==> src/rtl/cpu_pkg.sv <==
// Shared CPU datapath widths and the writeback request bundle.
package cpu_pkg;

  localparam int unsigned XLEN = 32;
  localparam int unsigned AW   = 5;

  localparam logic [AW-1:0] REG_ZERO = '0;

  typedef struct packed {
    logic            valid;
    logic [AW-1:0]   rd;
    logic [XLEN-1:0] data;
  } wb_req_t;

endpackage

==> src/rtl/wb_bypass.sv <==
// Two-port forward mux: serves the in-flight regfile write to both read ports.
module wb_bypass #(
  parameter int unsigned XLEN = cpu_pkg::XLEN,
  parameter int unsigned AW   = cpu_pkg::AW
) (
  input  logic            w_en,
  input  logic [AW-1:0]   rd_addr,
  input  logic [XLEN-1:0] w_data,
  input  logic [AW-1:0]   rs1_addr,
  input  logic [AW-1:0]   rs2_addr,
  input  logic [XLEN-1:0] rf_rs1_data,
  input  logic [XLEN-1:0] rf_rs2_data,
  output logic [XLEN-1:0] rs1_data,
  output logic [XLEN-1:0] rs2_data
);
  import cpu_pkg::*;

  logic hit1, hit2;

  // x0 never forwards: it must always read the hardwired regfile value.
  assign hit1 = w_en && (rd_addr == rs1_addr) && (rs1_addr != AW'(REG_ZERO));
  assign hit2 = w_en && (rd_addr == rs2_addr) && (rs2_addr != AW'(REG_ZERO));

  assign rs1_data = hit1 ? w_data : rf_rs1_data;
  assign rs2_data = hit2 ? w_data : rf_rs2_data;

endmodule

==> src/rtl/wb_arbiter.sv <==
// Writeback arbiter: L-priority with anti-starvation for A, registered
// regfile write port, and read-port bypass of the in-flight write.
module wb_arbiter #(
  parameter int unsigned XLEN       = cpu_pkg::XLEN,
  parameter int unsigned AW         = cpu_pkg::AW,
  parameter int unsigned STARVE_MAX = 3
) (
  input  logic            clk,
  input  logic            rst,
  input  logic            a_valid,
  input  logic [AW-1:0]   a_rd,
  input  logic [XLEN-1:0] a_data,
  output logic            a_ready,
  input  logic            l_valid,
  input  logic [AW-1:0]   l_rd,
  input  logic [XLEN-1:0] l_data,
  output logic            l_ready,
  output logic [AW-1:0]   rd_addr,
  output logic [XLEN-1:0] w_data,
  output logic            w_en,
  input  logic [AW-1:0]   rs1_addr,
  input  logic [AW-1:0]   rs2_addr,
  input  logic [XLEN-1:0] rf_rs1_data,
  input  logic [XLEN-1:0] rf_rs2_data,
  output logic [XLEN-1:0] rs1_data,
  output logic [XLEN-1:0] rs2_data,
  output logic [3:0]      a_wait_cnt
);
  import cpu_pkg::*;

  logic [3:0]      cnt, cnt_next;
  logic            grant_a, grant_l, win_we;
  logic [AW-1:0]   win_rd;
  logic [XLEN-1:0] win_data;

  always_comb begin
    grant_a  = a_valid && (!l_valid || (cnt >= 4'(STARVE_MAX)));
    grant_l  = l_valid && !grant_a;
    win_rd   = grant_a ? a_rd   : l_rd;
    win_data = grant_a ? a_data : l_data;
    // x0 writes are accepted from the source but never reach the regfile.
    win_we   = (grant_a || grant_l) && (win_rd != AW'(REG_ZERO));
    cnt_next = '0;
    if (a_valid && l_valid && !grant_a)
      cnt_next = (cnt == '1) ? cnt : cnt + 4'd1;
  end

  always_ff @(posedge clk) begin
    if (rst) begin
      cnt     <= '0;
      w_en    <= 1'b0;
      rd_addr <= '0;
      w_data  <= '0;
    end else begin
      cnt  <= cnt_next;
      w_en <= win_we;
      if (win_we) begin
        rd_addr <= win_rd;
        w_data  <= win_data;
      end
    end
  end

  assign a_ready    = grant_a;
  assign l_ready    = grant_l;
  assign a_wait_cnt = cnt;

  wb_bypass #(
    .XLEN (XLEN),
    .AW   (AW)
  ) u_bypass (
    .w_en        (w_en),
    .rd_addr     (rd_addr),
    .w_data      (w_data),
    .rs1_addr    (rs1_addr),
    .rs2_addr    (rs2_addr),
    .rf_rs1_data (rf_rs1_data),
    .rf_rs2_data (rf_rs2_data),
    .rs1_data    (rs1_data),
    .rs2_data    (rs2_data)
  );

endmodule
==> config.mk <==
export PLATFORM = sky130hd
export DESIGN_NAME = wb_arbiter
export DESIGN_NICKNAME = d
export VERILOG_FILES = /design/src/rtl/cpu_pkg.sv /design/src/rtl/wb_bypass.sv /design/src/rtl/wb_arbiter.sv
export SDC_FILE = /design/constraint.sdc
export NUM_CORES = 1
export LEC_CHECK = 0
export BUFFER_PORTS_ARGS = -buffer_cell sky130_fd_sc_hd__buf_4
export CAP_MARGIN = 0
export CORE_MARGIN = 5
export CORE_UTILIZATION = 40
export DETAILED_ROUTE_END_ITERATION = 7
export GPL_ROUTABILITY_DRIVEN = 0
export PLACE_DENSITY_LB_ADDON = 0.3
export SLEW_MARGIN = 20
export SYNTH_ARGS = -nofsm -noshare
export SYNTH_HDL_FRONTEND = slang
export SYNTH_SLANG_ARGS = --single-unit
==> constraint.sdc <==
create_clock -name clk -period 7.1 [get_ports clk]
set_clock_uncertainty 0.1 [all_clocks]
set_input_delay 1.42 -clock clk [delete_from_list [all_inputs] [get_ports clk]]
set_output_delay 1.42 -clock clk [all_outputs]
set_load 0.03 [all_outputs]
# == Word-level counts from Yosys, hierarchy flattened ==
# Index checks and enable logic that the tools add are counted.
# totals
ff_bits,42
wordCells,31
output_inout_bits,108
in_bits,152
# op_classes
reduce_logical,17
addsub,1
eq_ne,3
n_lt_le_gt_ge,1
mux,4
bitwise_logic,1
# ops
cell,count
32-bit 2-to-1 mux,3
5-bit nonzero test,3
5-bit == test,2
1-bit logical AND,9
5-bit 2-to-1 mux,1
4-bit by 1-bit adder with 4-bit output (second input constant),1
4-bit == test (second input constant),1
4-bit by 2-bit greater-or-equal comparator with 1-bit output (second input constant),1
1-bit zero test,2
1-bit logical OR,2
2-bit OR reduction,1
1-bit inverter,1

# == Depth between registers and ports, before layout ==
# Gate-level depths: netlist of run 1.
# depth
depth_word,7
depth_mapped,8

# == By module ==
# Synthesis of run 1 repeated with hierarchy kept, for this count alone.
# unflattened
hier_cells,291
hier_area_um2,3397.0
# modules_own_cells
module,cells_per_inst,seq_area_each_um2,n_inst,area_each_um2
wb_arbiter,201,840.8,1,2208.4
wb_bypass,90,0.0,1,1188.6

# == Least setup slack after synthesis of run 1 ==
# OpenSTA, ideal clock, no wires.
# synth_path
kind,input to output
from,input rs1_addr[3]
to,output rs1_data[10]
path_slack_ns,2.684
arrival_ns,2.896
n_path_buf,1
path_stages,5
cell_sequence,xnor2_1 nand3_1 a211oi_1 clkbuf_1 mux2_2
# synth_via
elab_chain_len,4
word_cells_on_any_way,5
cone_classes,1 x eq/ne; 1 x mux; 3 x reduce/logical
# synth_rtl
item,line,source
from (decl),wb_arbiter.sv:21,"input logic [AW-1:0] rs1_addr,"
5-bit == test,wb_bypass.sv:21,assign hit1 = w_en && (rd_addr == rs1_addr) && (rs1_addr != AW'(REG_ZERO));
1-bit logical AND,wb_bypass.sv:21,
1-bit logical AND (*),wb_bypass.sv:21,
32-bit 2-to-1 mux (*),wb_bypass.sv:24,assign rs1_data = hit1 ? w_data : rf_rs1_data;
to (decl),wb_arbiter.sv:25,"output logic [XLEN-1:0] rs1_data,"
# Mark *: on every way between the ends. The rest lies on a longest branch, timed or not.

# == Worst setup path in the final report of run 1 ==
# layout_path
from,input rs1_addr[3]
to,output rs1_data[12]
# The elaborated chain is that of the path after synthesis.

==> key figures, run 1 <==
Setup path
  • Reg2reg setup slack: 3940 ps
  • Critical Path Source Type: input pin
  • CP arrival: 3630 ps
  • FF-to-FF End: w_data[20]$_SDFFE_PP0P_
  • Slowest cell on crit path: a211oi_4
  • Crit Path Class: input pin to primary output
  • Worst EP required: 5580 ps
  • Worst reg2reg path startpoint: a_wait_cnt[0]$_SDFFE_PP0P_
  • Most frequent CP cell: buf_4
  • Crit. End Element: primary output
  • Max incr delay on CP: 790 ps
  • Crit-path cells: buf_4 -> xnor2_1 -> nand3_1 -> a211oi_4 -> buf_4 -> mux2_2 -> buf_4
  • Cells on worst reg2reg path: 6
  • Worst-path fanout max: 17

Drt
  • Routed Antenna Nets: 0
  • Vias: 3814
  • DR WL/cell: 17.2 microns
  • DR pass1 iterations: 4
  • DRT Wirelength: 12.3 mm
  • Via density per instance: 5.32
  • Remaining DRCs: 0
  • DR iter-0 viols: 122

Die
  • Core ar.: 8090 sq um
  • Row Count: 33
  • Die height: 100 microns
  • Chip Width: 100 microns
  • Io pins: 260
  • Starting density of the core: 40.3%
  • Die area: 10100 sq um

GRT
  • Initial antenna violation count: 0
  • Vias in the first global route: 3808
  • Grt ovf: 0
  • Largest net degree at the start of global routing: 75
  • Global-route wire length before repair: 18.3 mm
  • Total track usage: 22.2%

Pwr
  • Pleak: 2.46 nW
  • PwrDens: 142 nW/um^2
  • Psw: 0.269 mW
  • Reg power frac: 36.6%
  • Internal: 0.486 mW
  • Switching part of the total: 35.6%
  • Combinational share of power: 42.2%
  • Worst vdd ir: 0.0847 mV
  • Power share of the clock group: 21.2%

Yosys
  • Prevailing post-synth register cell: dfxtp_1
  • Register area share after synthesis: 25.8%
  • Most frequent cell after synthesis: mux2_2
  • Asr flop ratio synth: 0%
  • Dominant cell type by area after synthesis: dfxtp_1
  • Share of the synthesized area in the top cell type: 25.8%
  • Post-Synthesis Cells: 376
  • EDFF count, synth: 0
  • Unique masters post-synth: 36
  • Synth Area per Inst: 8.68 sq um
  • Mapped cell area: 3260 sq um
  • Synth warn: 0
  • Top post-synthesis cells by area: dfxtp_1 26%, mux2_2 20%, mux2_1 13%, nor2b_1 6.1%, a21oi_1 5.7%
  • Post-synth top cells: 58 x mux2_2, 42 x dfxtp_1, 38 x mux2_1, 37 x a21oi_1, 35 x o21ai_0
  • Flops & latches, synth: 42

Placed design
  • Port Buffers: 259
  • Post-Place Cell Area: 5230 sq um
  • HPWL after DPL: 9.25 mm

Hold path
  • Hold path depth: 1
  • Hold path startpoint: a_wait_cnt[0]$_SDFFE_PP0P_
  • Hold WC Path Type: flip-flop to flip-flop
  • Min-Delay Endpoint: a_wait_cnt[0]$_SDFFE_PP0P_

CTS
  • CTS Root Buffer Type: clkbuf_8
  • Clock tree buffer depth: 2
  • Skew-Pair Late Insertion Delay: 280 ps
  • CTS tree: done
  • Post-CTS resize count: 0
  • Hold buffers post-CTS: 0
  • Reg clk slew, reported paths: 80 ps
  • # Post-CTS Setup Buffers: 0
  • CTS sink cnt: 42
  • Total CTS buffers: 5
  • H-tree depth: 2

Timing
  • Fmax achieved: 194 MHz
  • Crit path time final: 5150 ps
  • Final slew viol count: 0
  • Slew headroom: 35.1%
  • Final setup vio count: 0
  • RSZ-0062 raised after global routing: false
  • Worst-Margin Slew: 972 ps
  • Hold Violations, Final: 0
  • Final Cycle Share: 72.5%
  • Final TNS setup: 0 ps

Run
  • Max Cap Viol: 0

Run status
  • Status: finished clean

Final layout
  • Area grow syn2layout: 63.0%
  • Final net count: 764
  • Antenna diode count: 0
  • Final Instance Area: 5320 sq um
  • Share of post-route cells with drive strength above 1: 54.7%
  • Fill count: 691
## how the worst max path moves through the flow
stage,startpoint,end,slack (ps),cells after the start
CTS,rs1_addr[3],rs1_data[12],1950,7
global route,rs1_addr[3],rs1_data[12],1820,7
global placement,rs1_addr[2],rs1_data[0],2080,7
floorplan,rs1_addr[3],rs1_data[10],2680,5
detailed placement,rs1_addr[3],rs1_data[12],1970,7
finish,rs1_addr[3],rs1_data[12],1950,7
## critical path: cells and delay by family
family,cells,cell delay [ps]
AOI/OAI and AO/OA,1,790
xor gates and xnor gates,1,150
buffers and inverters,3,720
muxes,1,380
and+or+nand+nor,1,140
## metrics by stage
step / utilization [%] / cells / worst slack [ps] / total power, mW / hold slack [ps]
2_1_floorplan: - / 377 / 2680 / 0.451 / 481
3_5_place_dp: 64.6 / 709 / 1970 / 0.600 / 376
4_1_cts: 65.7 / 717 / 1950 / 0.760 / 391
3_3_place_gp: 64.6 / 709 / 2080 / 0.594 / 354
6_report: 65.7 / 717 / 1950 / 0.754 / 384
5_1_grt: 65.7 / 717 / 1820 / 0.792 / 433
## power by group through the flow
stage | Clock, mW | Sequential, mW | Combinational (mW)
after detailed placement | 0 | 0.281 | 0.319
after floorplan | 0 | 0.310 | 0.141
after global placement | 0 | 0.280 | 0.314
after CTS | 0.164 | 0.276 | 0.320
after global routing | 0.175 | 0.278 | 0.338
final | 0.160 | 0.276 | 0.318
## flip-flops by register name, indices dropped and copies added (netlist names)
name and flops:
rd_addr 5, w_en 1, a_wait_cnt 4, w_data 32
## layout by cell type, fill, tap and decap left out, drive strengths merged, types with 5 or more instances in the layout
cell type	n
xnor2	5
nor2b	32
dfxtp	42
o21ai	35
mux2	96
nand2	6
nand3	34
clkbuf	7
buf	262
a211oi	6
a21oi	37
nor2	7
## cell families after synthesis
group / Yosys count / synth area share (%)
xor+xnor: 8 / 2.15
fa+ha+maj: 1 / 0.384
compound gates: 87 / 15.1
other cells: 1 / 0.115
buf+inv: 38 / 5.33
mux: 97 / 33.4
flops: 42 / 25.8
simple gates: 102 / 17.7
## metal layers
layer	share of wire [%]	GRT usage, %	vias to the layer above
li1	-	-	1828
met1	39	26.3	1781
met2	51	39.6	192
met3	8.5	5.49	13
met4	1.5	6.63	0
met5	0	0	-
## area by class of cell
type                       instances  area [sq um]  area share [%]
clock buffer                       7          86.3            1.62
multi-input combinational        297          2270            42.8
inverter                           3          11.3           0.212
tap                              105           131            2.47
sequential                        42           841            15.8
clock inverter                     1          5.00          0.0941
timing repair buffer             262          1970            37.0
Power figures use the tool's default switching activity.
==> run 2: changes to the inputs <==
clock period = 5.4 ns   (was 7.1 ns; I/O delays follow)
==> key figures, run 2 (same netlist as run 1, synthesis figures left out) <==
Timing
  • Final worst slack: 1180 ps (was 1950 ps)
  • Hold Violations, Final: 0 (unchanged)
  • Slew headroom: 33.5% (was 35.1%)
  • Final TNS setup: 0 ps (unchanged)
  • Final setup vio count: 0 (unchanged)
  • Worst-Margin Slew: 996 ps (was 972 ps)
  • Final slew viol count: 0 (unchanged)
  • Fmax achieved: 237 MHz
  • RSZ-0062 raised after global routing: false (unchanged)
  • Crit path time final: 4220 ps
  • Final Cycle Share: 78.1%

Setup path
  • Crit Path Class: input pin to primary output (unchanged)
  • Delay-heaviest family, CP: simple AND/OR/NAND/NOR gates (was compound AO/OA/AOI/OAI gates)
  • Slowest cell on crit path: and4_2 (was a211oi_4)
  • Most frequent CP cell: buf_4 (unchanged)
  • Worst-path fanout max: 32 (was 17)
  • Crit-path cells: buf_4 -> or2_2 -> o21ai_0 -> and4_2 -> mux2_2 -> buf_4 (was buf_4 -> xnor2_1 -> nand3_1 -> a211oi_4 -> buf_4 -> mux2_2 -> buf_4)
  • Critical Path Source Type: input pin (unchanged)
  • CP arrival: 3040 ps (was 3630 ps)
  • Buffers & Inverters on Critical Path: 2 (was 3)
  • Crit. End Element: primary output (unchanged)
  • Max incr delay on CP: 820 ps (was 790 ps)
  • Worst EP required: 4220 ps (was 5580 ps)

Pwr
  • Combinational share of power: 42.9% (was 42.2%)
  • Pleak: 2.46 nW (about the same)
  • PwrDens: 184 nW/um^2 (was 142 nW/um^2)
  • Psw: 0.356 mW (was 0.269 mW)
  • Reg power frac: 37.2% (was 36.6%)
  • Worst vdd ir: 0.104 mV (was 0.0847 mV)
  • Internal: 0.623 mW (was 0.486 mW)
  • Switching part of the total: 36.4% (was 35.6%)
  • Power share of the clock group: 20.0% (was 21.2%)

Run status
  • Status: finished clean (unchanged)

CTS
  • Post-CTS resize count: 0 (unchanged)
  • CTS Root Buffer Type: clkbuf_8 (unchanged)
  • # Post-CTS Setup Buffers: 0 (unchanged)
  • CTS tree: done (unchanged)
  • Hold buffers post-CTS: 0 (unchanged)
  • Total CTS buffers: 5 (unchanged)
  • H-tree depth: 2 (unchanged)
  • Clock tree buffer depth: 2 (unchanged)
  • CTS sink cnt: 42 (unchanged)
  • Reg clk slew, reported paths: 80 ps (about the same)
  • Skew-Pair Late Insertion Delay: 290 ps (was 280 ps)

Final layout
  • Area grow syn2layout: 63.0% (unchanged)
  • Max FFs per register: 32 (unchanged)
  • FF/Latch Area: 841 sq um (unchanged)
  • Area of the multi-input gates: 2270 sq um (unchanged)
  • Most frequent cells in the layout: 261 x buf_4, 58 x mux2_2, 42 x dfxtp_1 (was 262 x buf_4, 58 x mux2_2, 42 x dfxtp_1)
  • Share of post-route cells with drive strength above 1: 54.8% (was 54.7%)
  • Antenna diode count: 0 (unchanged)
  • Biggest register: w_data (unchanged)
  • Fill count: 694 (was 691)
  • Final net count: 764 (unchanged)
  • Most common cell after layout, fill and taps aside: buf_4 (unchanged)

GRT
  • Global-route wire length before repair: 19.1 mm (was 18.3 mm)
  • Vias in the first global route: 3904 (was 3808)
  • Total track usage: 23.3% (was 22.2%)
  • Initial antenna violation count: 0 (unchanged)
  • Largest net degree at the start of global routing: 75 (unchanged)
  • Grt ovf: 0 (unchanged)

Drt
  • DR pass1 iterations: 4 (unchanged)
  • Vias: 3877 (was 3814)
  • DRT Wirelength: 12.4 mm (was 12.3 mm)
  • DR iter-0 viols: 109 (was 122)
  • Via density per instance: 5.41 (was 5.32)
  • DR WL/cell: 17.3 microns (was 17.2 microns)
  • Remaining DRCs: 0 (unchanged)
  • Routed Antenna Nets: 0 (unchanged)

Run
  • Max Cap Viol: 0 (unchanged)

Die
  • Io pins: 260 (unchanged)
  • Die area: 10100 sq um (unchanged)
  • Chip Width: 100 microns (unchanged)
  • Row Count: 33 (unchanged)
  • Starting density of the core: 40.3% (unchanged)
  • Core ar.: 8090 sq um (unchanged)
  • Die height: 100 microns (unchanged)

Placed design
  • HPWL after DPL: 9.34 mm (was 9.25 mm)
  • Port Buffers: 259 (unchanged)
  • Pre-CTS setup slack: 1150 ps (was 1970 ps)

Hold path
  • Hold WC Path Type: flip-flop to flip-flop (unchanged)
==> run 2: cell types whose count changed in the layout (fill, tap and decap cells not counted) <==
cell and change:
buf_12 +1, buf_4 -1, clkbuf_1 -1, clkbuf_8 -1, clkinv_2 +1
==> run 2: layer usage <==
layer | routed length (microns) | track usage [%]
met5 | 0 | 0
met4 | 231 | 7.88
met3 | 1260 | 5.63
met2 | 6250 | 41.4
met1 | 4670 | 27.1
==> run 2: per-stage QoR <==
stage | hold slack, ps | instance area (sq um) | instances | total power [mW] | utilization [%]
final | 384 | 5320 | 716 | 0.978 | 65.7
after global routing | 407 | 5320 | 716 | 1.03 | 65.7
after CTS | 397 | 5320 | 716 | 0.987 | 65.7
after detailed placement | 372 | 5240 | 709 | 0.791 | 64.7
after global placement | 356 | 5240 | 709 | 0.781 | 64.7
after floorplan | 481 | 3270 | 377 | 0.593 | -
==> run 2: cell type report <==
| type | instances | area share (%) |
|---|---|---|
| tap | 105 | 2.47 |
| clock inverter | 2 | 0.188 |
| timing repair buffer | 262 | 37.2 |
| multi-input combinational | 297 | 42.8 |
| sequential | 42 | 15.8 |
| inverter | 3 | 0.212 |
| clock buffer | 5 | 1.29 |
==> run 2: power by group through the flow <==
stage	Sequential, mW	Clock, mW	Combinational, mW
5_1_grt	0.367	0.219	0.447
3_3_place_gp	0.368	0	0.413
2_1_floorplan	0.407	0	0.186
4_1_cts	0.363	0.202	0.422
3_5_place_dp	0.370	0	0.421
6_report	0.363	0.195	0.420
==> run 2: path summary, 6_finish.rpt <==
kind	start	to	slack (ps)	cells after the start
setup / recovery	rs2_addr[4]	rs2_data[15]	1180	6
hold / removal	a_wait_cnt[0]$_SDFFE_PP0P_	a_wait_cnt[0]$_SDFFE_PP0P_	380	1
setup reg to reg	a_wait_cnt[0]$_SDFFE_PP0P_	w_data[3]$_SDFFE_PP0P_	2130	5
hold reg to reg	a_wait_cnt[0]$_SDFFE_PP0P_	a_wait_cnt[0]$_SDFFE_PP0P_	380	1
